**src/rtl/dmem_lsu.sv**
```systemverilog
// Byte-addressable RV32I data memory with load/store width handling, a
// one-cycle registered response, error checking and a hardware zero-fill after reset.
module dmem_lsu #(
  parameter int          DEPTH     = 64,
  parameter logic [31:0] BASE_ADDR = 32'h0000_0000,
  parameter int          ERRCNT_W  = 16
) (
  input  logic                clk,
  input  logic                reset,
  input  logic                req_valid,
  output logic                req_ready,
  input  logic                req_we,
  input  logic [2:0]          req_funct3,
  input  logic [31:0]         req_addr,
  input  logic [31:0]         req_wdata,
  output logic                resp_valid,
  output logic                resp_err,
  output logic [31:0]         resp_rdata,
  output logic [ERRCNT_W-1:0] err_count
);

  localparam int          AW   = $clog2(DEPTH);
  localparam logic [31:0] SPAN = 32'(DEPTH * 4);

  typedef enum logic {INIT, IDLE} state_t;

  state_t         state;
  logic [AW-1:0]  cnt;
  logic           ready;
  logic [31:0]    mem [DEPTH];

  logic [31:0]    offset;
  logic [AW-1:0]  idx;
  logic [1:0]     lane;
  logic           legal;
  logic           misal;
  logic           err;
  logic           accept;
  logic           wr_en;
  logic [3:0]     be;
  logic [31:0]    wlanes;

  function automatic logic [31:0] load_ext(input logic [31:0] word,
                                           input logic [1:0]  ln,
                                           input logic [2:0]  f3);
    logic [31:0] sh;
    sh = word >> {ln, 3'b000};
    case (f3)
      3'b000:  return {{24{sh[7]}}, sh[7:0]};
      3'b001:  return {{16{sh[15]}}, sh[15:0]};
      3'b100:  return {24'b0, sh[7:0]};
      3'b101:  return {16'b0, sh[15:0]};
      default: return sh;
    endcase
  endfunction

  function automatic logic [ERRCNT_W-1:0] sat_inc(input logic [ERRCNT_W-1:0] v);
    return (&v) ? v : v + ERRCNT_W'(1);
  endfunction

  assign offset    = req_addr - BASE_ADDR;
  assign idx       = offset[AW+1:2];
  assign lane      = offset[1:0];
  assign req_ready = ready;

  // Width decode: byte-lane enables and store data replicated onto every lane
  always_comb begin
    legal  = 1'b0;
    misal  = 1'b0;
    be     = 4'b0000;
    wlanes = req_wdata;
    case (req_funct3)
      3'b000: begin
        legal  = 1'b1;
        be     = 4'b0001 << lane;
        wlanes = {4{req_wdata[7:0]}};
      end
      3'b001: begin
        legal  = 1'b1;
        misal  = lane[0];
        be     = lane[1] ? 4'b1100 : 4'b0011;
        wlanes = {2{req_wdata[15:0]}};
      end
      3'b010: begin
        legal  = 1'b1;
        misal  = (lane != 2'b00);
        be     = 4'b1111;
      end
      3'b100: legal = !req_we;
      3'b101: begin
        legal  = !req_we;
        misal  = lane[0];
      end
      default: legal = 1'b0;
    endcase
  end

  assign err    = !legal || misal || (offset >= SPAN);
  assign accept = req_valid && ready;
  assign wr_en  = accept && req_we && !err;

  // RAM has no reset; zero-fill in INIT gives it a defined state
  always_ff @(posedge clk) begin
    if (!reset) begin
      if (state == INIT) begin
        mem[cnt] <= '0;
      end else if (wr_en) begin
        for (int b = 0; b < 4; b++) begin
          if (be[b]) mem[idx][8*b +: 8] <= wlanes[8*b +: 8];
        end
      end
    end
  end

  always_ff @(posedge clk) begin
    if (reset) begin
      state      <= INIT;
      cnt        <= '0;
      ready      <= 1'b0;
      resp_valid <= 1'b0;
      resp_err   <= 1'b0;
      resp_rdata <= '0;
      err_count  <= '0;
    end else begin
      case (state)
        INIT: begin
          cnt <= cnt + AW'(1);
          if (cnt == AW'(DEPTH - 1)) begin
            state <= IDLE;
            ready <= 1'b1;
          end
        end
        default: state <= IDLE;
      endcase
      // Response stage: registered one cycle after acceptance
      resp_valid <= accept;
      resp_err   <= accept && err;
      resp_rdata <= (accept && !err && !req_we) ? load_ext(mem[idx], lane, req_funct3) : '0;
      if (accept && err) err_count <= sat_inc(err_count);
    end
  end

endmodule
```
**config.mk**
```make
export PLATFORM = sky130hd
export DESIGN_NAME = dmem_lsu
export DESIGN_NICKNAME = d
export VERILOG_FILES = /design/src/rtl/dmem_lsu.sv
export SDC_FILE = /design/constraint.sdc
export NUM_CORES = 2
export LEC_CHECK = 0
export ABC_AREA = 1
export CORE_UTILIZATION = 35
export DETAILED_ROUTE_END_ITERATION = 10
export PLACE_DENSITY_LB_ADDON = 0.1
export SLEW_MARGIN = 10
export SYNTH_ARGS = -nofsm -noshare
export SYNTH_HDL_FRONTEND = slang
export SYNTH_SLANG_ARGS = --single-unit
export TNS_END_PERCENT = 50
```
**constraint.sdc**
```tcl
create_clock -name clk -period 4.99 [get_ports clk]
set_input_delay 0.998 -clock clk [delete_from_list [all_inputs] [get_ports clk]]
set_output_delay 0.998 -clock clk [all_outputs]
set_load 0.02 [all_outputs]
```
-- Word-level counts from Yosys, hierarchy flattened
Memories as Yosys holds them, arrays and structs flattened.
Index checks and enable logic that the tools add are counted.
W data, S select, Z words.
- $add $sub $neg: 2
- multipliers: 0
- div/mod/pow operators: 0
- order comparisons: 1
- equal/unequal tests: 5
- shift operators: 2
- muxes and demuxes: 34
- bitwise operators: 3
- reduce and logical (&&, ||, !) cells: 21
- operators with widths (operator ; number):
    $pmux W32 S4 ; 1
    $pmux W32 S2 ; 1
    $ge A32 B9 Y1 const B ; 1
    $mux W32 ; 1
    $reduce_or A32 Y1 ; 1
    $shr A32 B5 Y32 ; 1
    $mux W1 ; 25
    $add A16 B1 Y16 const B ; 1
    $reduce_and A16 Y1 ; 1
    $pmux W4 S3 ; 1
    $mux W4 ; 2
    $add A6 B1 Y6 const B ; 1
    $eq A3 B3 Y1 const B ; 2
    $eq A6 B6 Y1 const B ; 1
    $logic_and A1 B1 Y1 ; 6
    $mux W6 ; 1
    $reduce_or A2 Y1 ; 3
    $pmux W1 S2 ; 2
    $reduce_and A2 Y1 ; 2
    $shl A1 B2 Y4 const A ; 1
    $eq A3 B1 Y1 const B ; 1
    $eq A3 B2 Y1 const B ; 1
    $logic_not A1 Y1 ; 3
    $logic_not A3 Y1 ; 1
    4 further kinds ; 7
- flip-flop bits (word level): 58
- latch bits: 0
- memory bits (writable): 2048
- ROM bits: 0
- output and inout port bits: 51
- memories kept: 1
- memories (memory ; words ; width ; read ports ; clocked after Yosys merged registers in ; wr ports ; line ; source):
    mem ; 64 ; 32 ; 1 ; 0 ; 1 ; 30 ; logic [31:0] mem [DEPTH];

-- Logic depth before layout (Yosys ltp)
- word-level depth: 14
- gate-level depth with buffers: 20
- depth with buffers taken out: 17

-- Least setup slack after synthesis
OpenSTA, ideal clock, no wires.
- path kind: input to register
- start point: input port req_addr[25]
- end point: memory mem[0][16], data pin
- library setup time: 0.720 ns
- arrival time: 4.658 ns
- required time: 4.270 ns
- slack: -0.388 ns
- cell stages on the path: 9
- path buffers: 1
- path through: nor2_1 nand4_1 or2_1 nor2_1 nand2_1 inv_2 nand3_2 clkbuf_1 a211oi_1
- word-level cells in the longest chain between the ends: 10
- RTL lines (what ; line ; source):
    start: declaration ; 14 ; input logic [31:0] req_addr,
    $ge A32 B9 Y1 * ; 98 ; assign err = !legal || misal || (offset >= SPAN);
    $logic_or A1 B1 Y1 * ; 98 ;
    $logic_not A1 Y1 * ; 100 ; assign wr_en = accept && req_we && !err;
    $logic_and A1 B1 Y1 * ; 100 ;
    $mux W1 ; 107 ; end else if (wr_en) begin
    $mux W1 ; 105 ; if (state == INIT) begin
    $mux W1 ; 104 ; if (!reset) begin
    $mux W1 (implied by the code) ; 109 ; if (be[b]) mem[idx][8*b +: 8] <= wlanes[8*b +: 8];
    $reduce_or A32 Y1 (no source line) * ; -- ;
    $mux W32 (no source line) * ; -- ;
    end: declaration ; 30 ;
Mark *: on every way between the ends. The rest lies on a longest branch, timed or not.

-- Worst setup path after layout
- start point: input port req_addr[25]
- end point: memory mem[24][29], enable pin
- word-level cells in the longest chain between the ends: 10
- RTL lines (what ; line):
    $ge A32 B9 Y1 * ; 98
    $logic_or A1 B1 Y1 * ; 98
    $logic_not A1 Y1 * ; 100
    $logic_and A1 B1 Y1 * ; 100
    $mux W1 ; 107
    $mux W1 ; 105
    $mux W1 ; 104
    $mux W1 (implied by the code) ; 109
    $reduce_or A32 Y1 (no source line) ; --
    $mux W6 (no source line) or $mux W4 (tied branches) ; --
Marked as above.

==> metrics.txt <==
# TYPE chip_impl_metric gauge
chip_impl_info{name="critical-path-top-cell-by-count",value="nand2_1"} 1
chip_impl_info{name="layout.cells.most_common_list",value="2048 x edfxtp_1, 1295 x nand2_1, 1066 x nand3_1, 942 x nor2_1, 641 x o21ai_0"} 1
chip_impl_metric{name="synth_xor_xnor_area_share",unit="%"} 0.0306
chip_impl_metric{name="final-setup-viol-count",unit=""} 0
chip_impl_metric{name="post_cts_resize_count",unit=""} 0
chip_impl_metric{name="setup.reg_to_reg.worst_slack",unit="ns"} 1.37
chip_impl_metric{name="drv_slew",unit=""} 0
chip_impl_metric{name="initial_antenna_violation_count",unit=""} 21
chip_impl_metric{name="detailedPlace.worstSlack",unit="ns"} 0.199
chip_impl_metric{name="worst_path_largest_cell_delay",unit="ns"} 0.70
chip_impl_metric{name="post_synth_inst_count",unit=""} 7153
chip_impl_info{name="critPathSlowestCell",value="nand2_1"} 1
chip_impl_metric{name="die_width",unit="um"} 497
chip_impl_info{name="grt_setup_unrepaired",value="false"} 1
chip_impl_metric{name="vertical_die_dimension",unit="um"} 497
chip_impl_metric{name="critical_path.max_fanout",unit=""} 8
chip_impl_metric{name="start_util",unit="%"} 35.2
chip_impl_metric{name="cellPowerDensity",unit="nW/um^2"} 380
chip_impl_metric{name="finalCritPeriodShare",unit="%"} 80.2
chip_impl_metric{name="port_buffers",unit=""} 121
chip_impl_info{name="crit_path_start",value="req_addr[25]"} 1
chip_impl_metric{name="worst_slack",unit="ns"} 0.988
chip_impl_metric{name="numClockSinks",unit=""} 2106
chip_impl_info{name="cts_tree",value="done"} 1
chip_impl_info{name="endpoint_kind",value="flop"} 1
chip_impl_metric{name="maximum_number_of_pins_on_one_net_before_global_route_repair",unit=""} 137
chip_impl_info{name="worstSetupStartpointType",value="input pin"} 1
chip_impl_info{name="critical_path.endpoint",value="mem[24][29]$_DFFE_PP_"} 1
chip_impl_metric{name="worstRegToRegCells",unit=""} 11
chip_impl_metric{name="finClkSkew",unit="ns"} 0.0382
chip_impl_metric{name="timing.critical_path.required",unit="ns"} 5.54
chip_impl_metric{name="io_pins",unit=""} 122
chip_impl_metric{name="avgRoutedWirePerCell",unit="um"} 27.4
chip_impl_info{name="worst_r2r_startpoint",value="state$_SDFF_PP0_"} 1
chip_impl_metric{name="dr.first_iter.drc_count",unit=""} 6176
chip_impl_metric{name="core.rowCount",unit=""} 181
chip_impl_metric{name="final.setup.tns",unit="ns"} 0
chip_impl_metric{name="via_count_of_the_first_global_routing_pass",unit=""} 56519
chip_impl_metric{name="worst-slew-pin-transition",unit="ns"} 1.21
chip_impl_metric{name="synthAdderAreaFrac",unit="%"} 0.0292
chip_impl_metric{name="detail_route.first_pass.iterations",unit=""} 9
chip_impl_info{name="worstReg2RegEnd",value="mem[24][29]$_DFFE_PP_"} 1
chip_impl_info{name="dominant_combinational_cell_family_by_area_after_synthesis",value="simple AND/OR/NAND/NOR gates"} 1
chip_impl_metric{name="hpwlAfterDp",unit="um"} 189000
chip_impl_metric{name="synth.net_count",unit=""} 7226
chip_impl_metric{name="fin_total_pwr",unit="mW"} 38.4
chip_impl_metric{name="min_period",unit="ns"} 4.00
chip_impl_metric{name="drtAntennaViolNets",unit=""} 0
chip_impl_metric{name="grt_pass1_wl",unit="um"} 425000
chip_impl_metric{name="area.growth.synth_to_final",unit="%"} 17.8
chip_impl_info{name="timing_worst_setup_path_type",value="in2reg"} 1
chip_impl_metric{name="netlist-cell-type-count",unit=""} 41
chip_impl_metric{name="vias",unit=""} 58592
chip_impl_metric{name="drc_viols",unit=""} 0
chip_impl_info{name="worst_path_cell_trace",value="clkdlybuf4s50_1, nor2_1, nand4_1, or2_1, nor2_1, nand2_1, inv_2, nand3_4, nand2_1, nand2_1, inv_2, nand2_1, nor2_4, nand2_1, nor2_1, buf_4"} 1
chip_impl_metric{name="yosysWarningCount",unit=""} 0
chip_impl_metric{name="cts_max_level",unit=""} 4
chip_impl_info{name="ctsRootBufferMaster",value="clkbuf_16"} 1
chip_impl_metric{name="fmaxAchievable",unit="MHz"} 250
chip_impl_info{name="worst_hold_path_type",value="reg2reg"} 1
chip_impl_metric{name="slew_headroom",unit="%"} 18.9
chip_impl_metric{name="yosys-mux-area-fraction",unit="%"} 0
chip_impl_metric{name="holdPathStages",unit=""} 2
chip_impl_metric{name="power.static_leakage",unit="nW"} 37.3
chip_impl_metric{name="placer_congestion",unit=""} 0.924
chip_impl_metric{name="die_area",unit="um^2"} 247000
chip_impl_metric{name="syn_area_per_cell",unit="um^2"} 12.0
chip_impl_metric{name="largest_buffer_count_on_any_clock_path",unit=""} 3
chip_impl_metric{name="grt.total_usage",unit="%"} 23.8
chip_impl_metric{name="post_synth_instance_area",unit="um^2"} 85800
chip_impl_metric{name="worst_setup_hold_path_clk_slew",unit="ns"} 0.06
chip_impl_metric{name="fp.coreArea",unit="um^2"} 243000
chip_impl_info{name="mostFrequentLayoutCell",value="edfxtp_1"} 1
chip_impl_info{name="status",value="finished, final reports clean"} 1
chip_impl_metric{name="post_cts_hold_fix_bufs",unit=""} 0
chip_impl_metric{name="post_cts.repair.setup_buffers",unit=""} 0
chip_impl_metric{name="worstPathArrival",unit="ns"} 4.55
chip_impl_metric{name="globalRouteOverflowTotal",unit=""} 0
chip_impl_metric{name="post_synth_and_or_nand_nor_area_fraction",unit="%"} 16.7
chip_impl_metric{name="synth_seq_area_share",unit="%"} 73.0
chip_impl_metric{name="num-nets-final",unit=""} 7597
chip_impl_metric{name="clock_latency",unit="ns"} 0.87
chip_impl_metric{name="post_detailed_routing_wire_length",unit="um"} 300000
chip_impl_metric{name="tritoncts.num_buffers",unit=""} 227
chip_impl_metric{name="synth-compound-area-share",unit="%"} 6.77
chip_impl_metric{name="max_cap_violations",unit=""} 0
chip_impl_metric{name="drt_via_density",unit=""} 5.36
chip_impl_metric{name="max-vdd-ir-drop",unit="V"} 0.000358
chip_impl_metric{name="final_hold_viol_count",unit=""} 0
chip_impl_metric{name="synth-seq-cells",unit=""} 2106
chip_impl_metric{name="final_layout_size_suffix_gt1_share",unit="%"} 12.0
routing by layer:
layer | track usage, % | vias to the layer above | part of all wire, %
li1 | - | 26598 | -
met4 | 8.43 | 6 | 3.4
met5 | 0 | - | 0.011
met3 | 4.52 | 429 | 6.8
met1 | 33.3 | 29491 | 44
met2 | 36.8 | 2068 | 46
cell families after synthesis:
logic type	count (synthesis)
adder cells (fa/ha/maj)	2
AND/OR/NAND/NOR	3395
flip-flops	2106
buffers and inverters	590
XOR/XNOR	3
AO/OA/AOI/OAI	1057
worst min-delay path by stage:
stage               slack (ns)                      start                   endpoint
finish                    0.50  err_count[1]$_SDFFE_PP0P_  err_count[1]$_SDFFE_PP0P_
global route              0.53        cnt[5]$_SDFFE_PP0N_        cnt[5]$_SDFFE_PP0N_
CTS                       0.50        cnt[5]$_SDFFE_PP0N_        cnt[5]$_SDFFE_PP0N_
detailed placement        0.49        cnt[5]$_SDFFE_PP0N_        cnt[5]$_SDFFE_PP0N_
global placement          0.49  err_count[1]$_SDFFE_PP0P_  err_count[1]$_SDFFE_PP0P_
floorplan                 0.45        cnt[5]$_SDFFE_PP0N_        cnt[5]$_SDFFE_PP0N_
per-stage QoR:
step / instance area (um^2) / util, % / cells / hold slack [ns]
after CTS: 101000 / 41.5 / 10923 / 0.502
after detailed placement: 93500 / 38.4 / 10497 / 0.486
after global placement: 93500 / 38.4 / 10497 / 0.488
after global routing: 101000 / 41.5 / 10935 / 0.532
after floorplan: 85800 / - / 7153 / 0.452
final: 101000 / 41.5 / 10941 / 0.500
power breakdown:
| part | switching (mW) | leakage [nW] | internal, mW | total (mW) |
|---|---|---|---|---|
| Clock | 7.10 | 3.68 | 10.0 | 17.1 |
| Combinational | 1.55 | 11.2 | 0.599 | 2.15 |
| Sequential | 0.0121 | 22.4 | 19.2 | 19.2 |
cell usage after synthesis, drive strengths merged:
cell	count	area share [%]
o21bai	1	0.0088
inv	96	0.43
nor3b	3	0.026
nand4	24	0.18
a21oi	57	0.33
o22ai	287	2.1
xnor2	1	0.010
ha	2	0.029
o221ai	28	0.29
dfxtp	58	1.4
o211ai	5	0.044
o2111ai	2	0.020
o21ai	661	3.9
nand3	1068	6.2
or2	1	0.0073
nand2	1298	5.7
clkinv	2	0.0088
and3b	1	0.010
clkbuf	139	0.61
buf	353	2.4
nor3	27	0.16
a211oi	7	0.061
nor2	971	4.4
nand3b	1	0.0088
edfxtp	2048	72
nor4	1	0.0073
xor2	2	0.020
a31oi	9	0.066
layout make-up:
| cell class | count | area (um^2) |
|---|---|---|
| Multi-Input combinational cell | 4457 | 20500 |
| Fill cell | 22873 | 142000 |
| Tap cell | 3202 | 4010 |
| Antenna cell | 18 | 45.0 |
| Inverter | 98 | 407 |
| Sequential cell | 2106 | 62700 |
| Timing Repair Buffer | 634 | 5980 |
| Clock buffer | 295 | 6150 |
| Clock inverter | 131 | 1370 |
sequential cells by signal (all words and copies together) (netlist names):
signal	flops
resp_err	1
resp_valid	1
req_ready	1
err_count	16
mem	2048
state	1
cnt	6
resp_rdata	32
critical path: cells and delay by family:
| kind | cells | cell delay, ns |
|---|---|---|
| buffers and inverters | 4 | 0.95 |
| and+or+nand+nor | 12 | 2.56 |
Power figures use the tool's default switching activity.
